`config.mk`:
```
export PLATFORM = sky130hd
export DESIGN_NAME = ps2_rx_buffered
export DESIGN_NICKNAME = d
export VERILOG_FILES = /design/src/rtl/ps2_rx_buffered_pkg.sv /design/src/rtl/ps2_sync_fifo.sv /design/src/rtl/ps2_rx_buffered.sv
export SDC_FILE = /design/constraint.sdc
export NUM_CORES = 1
export LEC_CHECK = 0
export ABC_AREA = 1
export ABC_CLOCK_PERIOD_IN_PS = 2500
export CAP_MARGIN = 20
export CORE_MARGIN = 3
export CORE_UTILIZATION = 60
export CTS_CLUSTER_DIAMETER = 150
export DETAILED_ROUTE_END_ITERATION = 10
export DONT_BUFFER_PORTS = 1
export GPL_TIMING_DRIVEN = 1
export PLACE_DENSITY = 0.73
export SKIP_CTS_REPAIR_TIMING = 1
export SLEW_MARGIN = 15
export SYNTH_ARGS = -nofsm -noshare
export SYNTH_HDL_FRONTEND = slang
export SYNTH_SLANG_ARGS = --single-unit
```
`constraint.sdc`:
```
create_clock -name clk -period 2.5 [get_ports clk]
set_clock_uncertainty 0.05 [all_clocks]
set_input_delay 0.375 -clock clk [delete_from_list [all_inputs] [get_ports clk]]
set_output_delay 0.375 -clock clk [all_outputs]
set_load 0.01 [all_outputs]
```
`src/rtl/ps2_rx_buffered_pkg.sv`:
```
// Shared PS/2 receive definitions: frame constants, receiver FSM states and the parity helper.
package ps2_rx_buffered_pkg;

  localparam int   PS2_FRAME_DATA_BITS = 8;
  localparam logic PS2_START_BIT       = 1'b0;
  localparam logic PS2_STOP_BIT        = 1'b1;

  typedef enum logic [1:0] {
    S_IDLE   = 2'd0,
    S_DATA   = 2'd1,
    S_PARITY = 2'd2,
    S_STOP   = 2'd3
  } ps2_state_t;

  // Odd parity holds when data plus parity bit carry an odd number of ones.
  function automatic logic ps2_parity_ok(input logic [PS2_FRAME_DATA_BITS-1:0] i_data,
                                         input logic i_par);
    return ^{i_data, i_par};
  endfunction

endpackage

```
`src/rtl/ps2_sync_fifo.sv`:
```
// Synchronous first-word-fall-through FIFO with a registered head output.
// Full/empty come from the occupancy count; pointers wrap modulo DEPTH (power of 2).
module ps2_sync_fifo #(
  parameter int WIDTH = 8,
  parameter int DEPTH = 16
) (
  input  logic                       clk,
  input  logic                       rst_n,
  input  logic                       i_clr,
  input  logic                       i_push,
  input  logic [WIDTH-1:0]           i_din,
  input  logic                       i_pop,
  output logic [WIDTH-1:0]           o_dout,
  output logic [$clog2(DEPTH):0]     o_count,
  output logic                       o_full,
  output logic                       o_empty
);

  localparam int AW = $clog2(DEPTH);
  localparam int CW = AW + 1;

  logic [WIDTH-1:0] r_mem [DEPTH];
  logic [AW-1:0]    r_wr_ptr;
  logic [AW-1:0]    r_rd_ptr;
  logic [CW-1:0]    r_count;
  logic [WIDTH-1:0] r_dout;

  logic             w_do_push;
  logic             w_do_pop;
  logic [AW-1:0]    w_rd_nxt;
  logic [CW-1:0]    w_cnt_nxt;

  assign o_empty  = (r_count == '0);
  assign o_full   = (r_count == CW'(DEPTH));
  assign w_do_pop = i_pop & ~o_empty;
  // A full FIFO still accepts a push when the head leaves in the same cycle.
  assign w_do_push = i_push & (~o_full | w_do_pop);
  assign w_rd_nxt  = r_rd_ptr + 1'b1;

  always_comb begin
    w_cnt_nxt = r_count;
    case ({w_do_push, w_do_pop})
      2'b10:   w_cnt_nxt = r_count + 1'b1;
      2'b01:   w_cnt_nxt = r_count - 1'b1;
      default: w_cnt_nxt = r_count;
    endcase
  end

  always_ff @(posedge clk) begin
    if (w_do_push) r_mem[r_wr_ptr] <= i_din;
  end

  always_ff @(posedge clk or negedge rst_n) begin
    if (!rst_n) begin
      r_wr_ptr <= '0;
      r_rd_ptr <= '0;
      r_count  <= '0;
      r_dout   <= '0;
    end else if (i_clr) begin
      r_wr_ptr <= '0;
      r_rd_ptr <= '0;
      r_count  <= '0;
      r_dout   <= '0;
    end else begin
      if (w_do_push) r_wr_ptr <= r_wr_ptr + 1'b1;
      if (w_do_pop)  r_rd_ptr <= w_rd_nxt;
      r_count <= w_cnt_nxt;
      // The head register follows whichever entry will be at the read pointer next cycle.
      if (w_cnt_nxt == '0)
        r_dout <= '0;
      else if (w_do_push && (o_empty || (r_count == CW'(1) && w_do_pop)))
        r_dout <= i_din;
      else if (w_do_pop)
        r_dout <= r_mem[w_rd_nxt];
    end
  end

  assign o_dout  = r_dout;
  assign o_count = r_count;

endmodule

```
`src/rtl/ps2_rx_buffered.sv`:
```
// PS/2 device-to-host receiver: pin synchronisers, glitch filter, frame FSM with inter-bit
// timeout, per-cause error pulses, and a FWFT byte FIFO towards the consumer.
module ps2_rx_buffered
  import ps2_rx_buffered_pkg::*;
#(
  parameter int FIFO_DEPTH     = 16,
  parameter int FILTER_LEN     = 4,
  parameter int TIMEOUT_CYCLES = 100000
) (
  input  logic                          clk,
  input  logic                          reset_n,
  input  logic                          sync_reset,
  input  logic                          ps2_clk,
  input  logic                          ps2_dat,
  output logic [7:0]                    data_out,
  output logic                          valid_out,
  input  logic                          ready_in,
  output logic [$clog2(FIFO_DEPTH):0]   fifo_count,
  output logic                          parity_err,
  output logic                          framing_err,
  output logic                          timeout_err,
  output logic                          overflow_err,
  output ps2_state_t                    dbg_state
);

  localparam int TO_W = $clog2(TIMEOUT_CYCLES);

  // Input conditioning: 2-flop synchroniser, then a level filter per pin.
  logic [1:0]            r_clk_sync, r_dat_sync;
  logic [FILTER_LEN-1:0] r_clk_hist, r_dat_hist;
  logic                  r_clk_f, r_dat_f, r_clk_f_q;
  logic                  w_fall;

  always_ff @(posedge clk or negedge reset_n) begin
    if (!reset_n) begin
      r_clk_sync <= '1;
      r_dat_sync <= '1;
      r_clk_hist <= '1;
      r_dat_hist <= '1;
      r_clk_f    <= 1'b1;
      r_dat_f    <= 1'b1;
      r_clk_f_q  <= 1'b1;
    end else if (sync_reset) begin
      r_clk_sync <= '1;
      r_dat_sync <= '1;
      r_clk_hist <= '1;
      r_dat_hist <= '1;
      r_clk_f    <= 1'b1;
      r_dat_f    <= 1'b1;
      r_clk_f_q  <= 1'b1;
    end else begin
      r_clk_sync <= {r_clk_sync[0], ps2_clk};
      r_dat_sync <= {r_dat_sync[0], ps2_dat};
      r_clk_hist <= {r_clk_hist[FILTER_LEN-2:0], r_clk_sync[1]};
      r_dat_hist <= {r_dat_hist[FILTER_LEN-2:0], r_dat_sync[1]};
      if (&r_clk_hist)       r_clk_f <= 1'b1;
      else if (~|r_clk_hist) r_clk_f <= 1'b0;
      if (&r_dat_hist)       r_dat_f <= 1'b1;
      else if (~|r_dat_hist) r_dat_f <= 1'b0;
      r_clk_f_q <= r_clk_f;
    end
  end

  assign w_fall = r_clk_f_q & ~r_clk_f;

  // Frame FSM, timeout counter and registered error/push strobes.
  ps2_state_t                     r_state;
  logic [2:0]                     r_bit_cnt;
  logic [PS2_FRAME_DATA_BITS-1:0] r_shift;
  logic                           r_par;
  logic [TO_W-1:0]                r_to_cnt;
  logic                           r_push_req;
  logic [PS2_FRAME_DATA_BITS-1:0] r_push_data;
  logic                           r_parity_err, r_framing_err, r_timeout_err;
  logic                           w_to_hit;

  assign w_to_hit = (r_to_cnt == TO_W'(TIMEOUT_CYCLES - 1));

  always_ff @(posedge clk or negedge reset_n) begin
    if (!reset_n) begin
      r_state       <= S_IDLE;
      r_bit_cnt     <= '0;
      r_shift       <= '0;
      r_par         <= 1'b0;
      r_to_cnt      <= '0;
      r_push_req    <= 1'b0;
      r_push_data   <= '0;
      r_parity_err  <= 1'b0;
      r_framing_err <= 1'b0;
      r_timeout_err <= 1'b0;
    end else if (sync_reset) begin
      r_state       <= S_IDLE;
      r_bit_cnt     <= '0;
      r_shift       <= '0;
      r_par         <= 1'b0;
      r_to_cnt      <= '0;
      r_push_req    <= 1'b0;
      r_push_data   <= '0;
      r_parity_err  <= 1'b0;
      r_framing_err <= 1'b0;
      r_timeout_err <= 1'b0;
    end else begin
      r_push_req    <= 1'b0;
      r_parity_err  <= 1'b0;
      r_framing_err <= 1'b0;
      r_timeout_err <= 1'b0;

      if (r_state == S_IDLE || w_fall) r_to_cnt <= '0;
      else                             r_to_cnt <= r_to_cnt + 1'b1;

      case (r_state)
        S_IDLE: begin
          r_bit_cnt <= '0;
          if (w_fall && r_dat_f == PS2_START_BIT) r_state <= S_DATA;
        end
        S_DATA: begin
          if (w_fall) begin
            r_shift   <= {r_dat_f, r_shift[PS2_FRAME_DATA_BITS-1:1]};
            r_bit_cnt <= r_bit_cnt + 1'b1;
            if (r_bit_cnt == 3'(PS2_FRAME_DATA_BITS - 1)) r_state <= S_PARITY;
          end else if (w_to_hit) begin
            r_timeout_err <= 1'b1;
            r_state       <= S_IDLE;
          end
        end
        S_PARITY: begin
          if (w_fall) begin
            r_par   <= r_dat_f;
            r_state <= S_STOP;
          end else if (w_to_hit) begin
            r_timeout_err <= 1'b1;
            r_state       <= S_IDLE;
          end
        end
        S_STOP: begin
          if (w_fall) begin
            r_state <= S_IDLE;
            if (!ps2_parity_ok(r_shift, r_par)) begin
              r_parity_err <= 1'b1;
            end else if (r_dat_f != PS2_STOP_BIT) begin
              r_framing_err <= 1'b1;
            end else begin
              r_push_req  <= 1'b1;
              r_push_data <= r_shift;
            end
          end else if (w_to_hit) begin
            r_timeout_err <= 1'b1;
            r_state       <= S_IDLE;
          end
        end
        default: r_state <= S_IDLE;
      endcase
    end
  end

  // Consumer handshake: a byte transfers in every cycle where valid_out and ready_in are both
  // high; ready_in without valid_out does nothing, and valid_out never drops without a pop.
  logic w_fifo_full, w_fifo_empty, w_pop;
  logic r_overflow_err;

  assign valid_out = ~w_fifo_empty;
  assign w_pop     = valid_out & ready_in;

  always_ff @(posedge clk or negedge reset_n) begin
    if (!reset_n)        r_overflow_err <= 1'b0;
    else if (sync_reset) r_overflow_err <= 1'b0;
    else                 r_overflow_err <= r_push_req & w_fifo_full & ~w_pop;
  end

  ps2_sync_fifo #(
    .WIDTH (PS2_FRAME_DATA_BITS),
    .DEPTH (FIFO_DEPTH)
  ) u_fifo (
    .clk     (clk),
    .rst_n   (reset_n),
    .i_clr   (sync_reset),
    .i_push  (r_push_req),
    .i_din   (r_push_data),
    .i_pop   (w_pop),
    .o_dout  (data_out),
    .o_count (fifo_count),
    .o_full  (w_fifo_full),
    .o_empty (w_fifo_empty)
  );

  assign parity_err   = r_parity_err;
  assign framing_err  = r_framing_err;
  assign timeout_err  = r_timeout_err;
  assign overflow_err = r_overflow_err;
  assign dbg_state    = r_state;

endmodule

```
==> results.md <==
* VDD IR max at 0.000607 V
* Buffers on Ports at 0
* Die Wd at 130 um
* Most frequent cells after synthesis: 261 x nand2_1, 161 x nand3_1, 128 x edfxtp_1
* Clk_lat worst skew at 0.50 ns
* Initial antenna violation count at 0
* TritonCTS Buffers at 22
* Area leader, netlist: edfxtp_1
* First-pass GRT wire length at 33.0 mm
* Final Total Pwr at between 0.009 and 0.01 W
* Wire length per cell at 18.0 um
* Post-synth top area share at 41.4%
* Die height at 130 um
* Final Cell Area at 0.0105 sq mm
* Max Clock Freq at between 0.4 and 0.5 GHz
* Synth Net Count at between 900 and 1000
* Syn_area_per_cell at 9.90 sq um
* Top_reg_cell synth: edfxtp_1
* CP Class: flip-flop to flip-flop
* Yosys warnings at 0
* Root buf cell: clkbuf_16
* Clk pin slew, worst setup/hold paths at 0.06 ns
* Remaining antenna violation count at 0
* Pre-antenna DRT Iters at 5
* Endpoints failing setup at 0
* Status: completed
* TNS Setup at 0 ns
* Number of synthesized flops with an enable pin at 128
* Pre-CTS setup slack at 0.00621 ns
* Vias in the first global route at 6469
* Initial Util at 62.5%
* IO Pins at 26
* Pin count of the biggest net entering global routing at 81
* Final hold vios at 0
* CP required at 2.83 ns
* Final Max Slew Viols at 0
* Hold Crit Class: input port to flip-flop
* Bufs on Longest Clock Path at 3
* Most numerous cell in the Yosys netlist: nand2_1
* CP Max Fanout at 8
* Yosys cell types at 39
* Max_cap viols at 0
* Tmin final at 2.35 ns
* Startpoint Class: flip-flop
* Ranking of synthesized cells by area: edfxtp_1 41%, dfrtp_1 18%, nand2_1 11%
* Synthesis-to-finish area growth at 13.4%
* Placer's final routability congestion estimate at 0.929
* Slew Limit Headroom at 37.0%
* Synthesized area at ~0.0093 sq mm
* PwrDens at 922 mW/mm^2
* Post-DP HPWL at 13.7 mm
* Detailed-route wire length at 21.1 mm
* Slack of the critical path at 0.149 ns
* Fraction of layout instances using a drive strength above 1 at 13.6%
* TritonCTS clock tree: yes
* P_leak at 4.39 nW
* Sequential element share of the synthesized area at 63.1%
* Cells after synthesis at between 900 and 1000
* GRT Util Overall at 24.9%
* #FFs+latches synth at between 200 and 250
* Crit path DAT at 2.68 ns
* CTS H-Tree Depth at 1
* Crit end category: flip-flop
* Die ar. at 0.0170 sq mm
* Row Count at 44
* Number of remaining DRC errors at 0
* Worst-Margin Slew at about 0.94 ns
* DRT iter0 DRCs at 613
* GRT overflow at 0
* Diode count at 0
* Placed Area at 0.00966 sq mm
* Sinks on the clock net at 208
* Async SR Flop Fraction at 38.5%
* Vias per std cell at about 5.8
* RSZ-0062 raised after global routing: no
* Via count at 6772
* NumNets Final at 991
* Core footprint at around 0.015 sq mm
* Final worst path period share at between 90 and 100%
-- layout by cell type, fill, tap and decap left out, drive strengths merged, types with 4 or more instances in the layout --
cell           n
or2           14
nor3          10
buf           38
nand2        269
inv           66
clkbuf        31
clkinv         7
nand4         11
dfrtp         65
a21oi         22
dfstp         15
edfxtp       128
nand3        163
nor2          80
o21ai         27
dlygate4sd3    4
nor4           4
ha            14
-- per-layer routing --
layer | wire (um) | track usage [%] | up-vias | share of wire, %
li1 | - | - | 3238 | -
met1 | 8710 | 33.8 | 3252 | 41
met2 | 10500 | 42.0 | 236 | 50
met3 | 1320 | 4.02 | 46 | 6.2
met4 | 520 | 7.44 | 0 | 2.5
met5 | 0 | 0 | - | 0
-- power breakdown --
| group | leakage, nW | internal, W | switching (W) |
|---|---|---|---|
| Clock | 0.383 | 0.00207 | 0.00130 |
| Combinational | 1.72 | 0.000806 | 0.00169 |
| Sequential | 2.29 | 0.00373 | 0.000116 |
-- worst max-delay path, cell delays in order (launching register included) --
cell,delay (ns)
dfrtp_1,0.38
inv_1,0.12
ha_4,0.18
nand2_2,0.08
nor2_4,0.11
nor2_4,0.04
ha_1,0.29
inv_2,0.11
nand3_1,0.09
o21ai_1,0.12
nand2_1,0.08
a21oi_1,0.14
nand2_1,0.12
nor2_4,0.24
a21oi_1,0.08
-- per-stage QoR --
step | std cells | util (%) | hold slack [ns]
floorplan | 938 | - | 0.0294
global placement | 1126 | 65.0 | 0.0312
detailed placement | 1126 | 65.0 | 0.0307
CTS | 1166 | 70.2 | -0.498
global route | 1171 | 70.9 | 0.00318
finish | 1171 | 70.9 | 0.00381
-- cell type report --
cell class	instances	area (sq um)
tap	184	230
timing repair buffer	42	370
inverter	67	251
clock inverter	9	101
fill	1057	4330
clock buffer	31	668
sequential	208	5870
multi-input combinational	630	3050
-- sequential cells by signal, indices dropped and copies added, names as in the netlist, 2 cells and up --
register,cells
u_fifo.r_rd_ptr,4
r_shift,8
r_to_cnt,17
u_fifo.o_dout,8
u_fifo.r_wr_ptr,4
r_dat_sync,2
u_fifo.o_count,5
r_push_data,8
r_bit_cnt,3
r_clk_sync,2
u_fifo.r_mem,128
dbg_state,2
r_dat_hist,4
r_clk_hist,4
-- final timing paths --
check	from	slack, ns	cells after the start	end
max	u_fifo.o_count[0]	0.15	14	u_fifo.o_dout[3]
min	sync_reset	0.004	3	parity_err
max reg2reg	u_fifo.o_count[0]	0.15	14	u_fifo.o_dout[3]
min reg2reg	r_to_cnt[16]	0.39	1	r_to_cnt[16]
max in group asynchronous	reset_n	1.63	2	r_dat_hist[1]
min in group asynchronous	reset_n	0.36	2	u_fifo.o_dout[3]
-- logic make-up (layout without fill, tap and decap cells) --
family                   after synthesis  in the layout  synth area share (%)
AO/OA/AOI/OAI                         59             59                  3.52
multiplexers                           1              1                 0.108
XOR/XNOR                               5              5                 0.471
flip-flops                           208            208                  63.1
buffers and inverters                100            149                  4.44
AND/OR/NAND/NOR                      551            551                  26.5
adder cells (fa/ha/maj)               14             14                  1.89
Power figures use the tool's default switching activity.
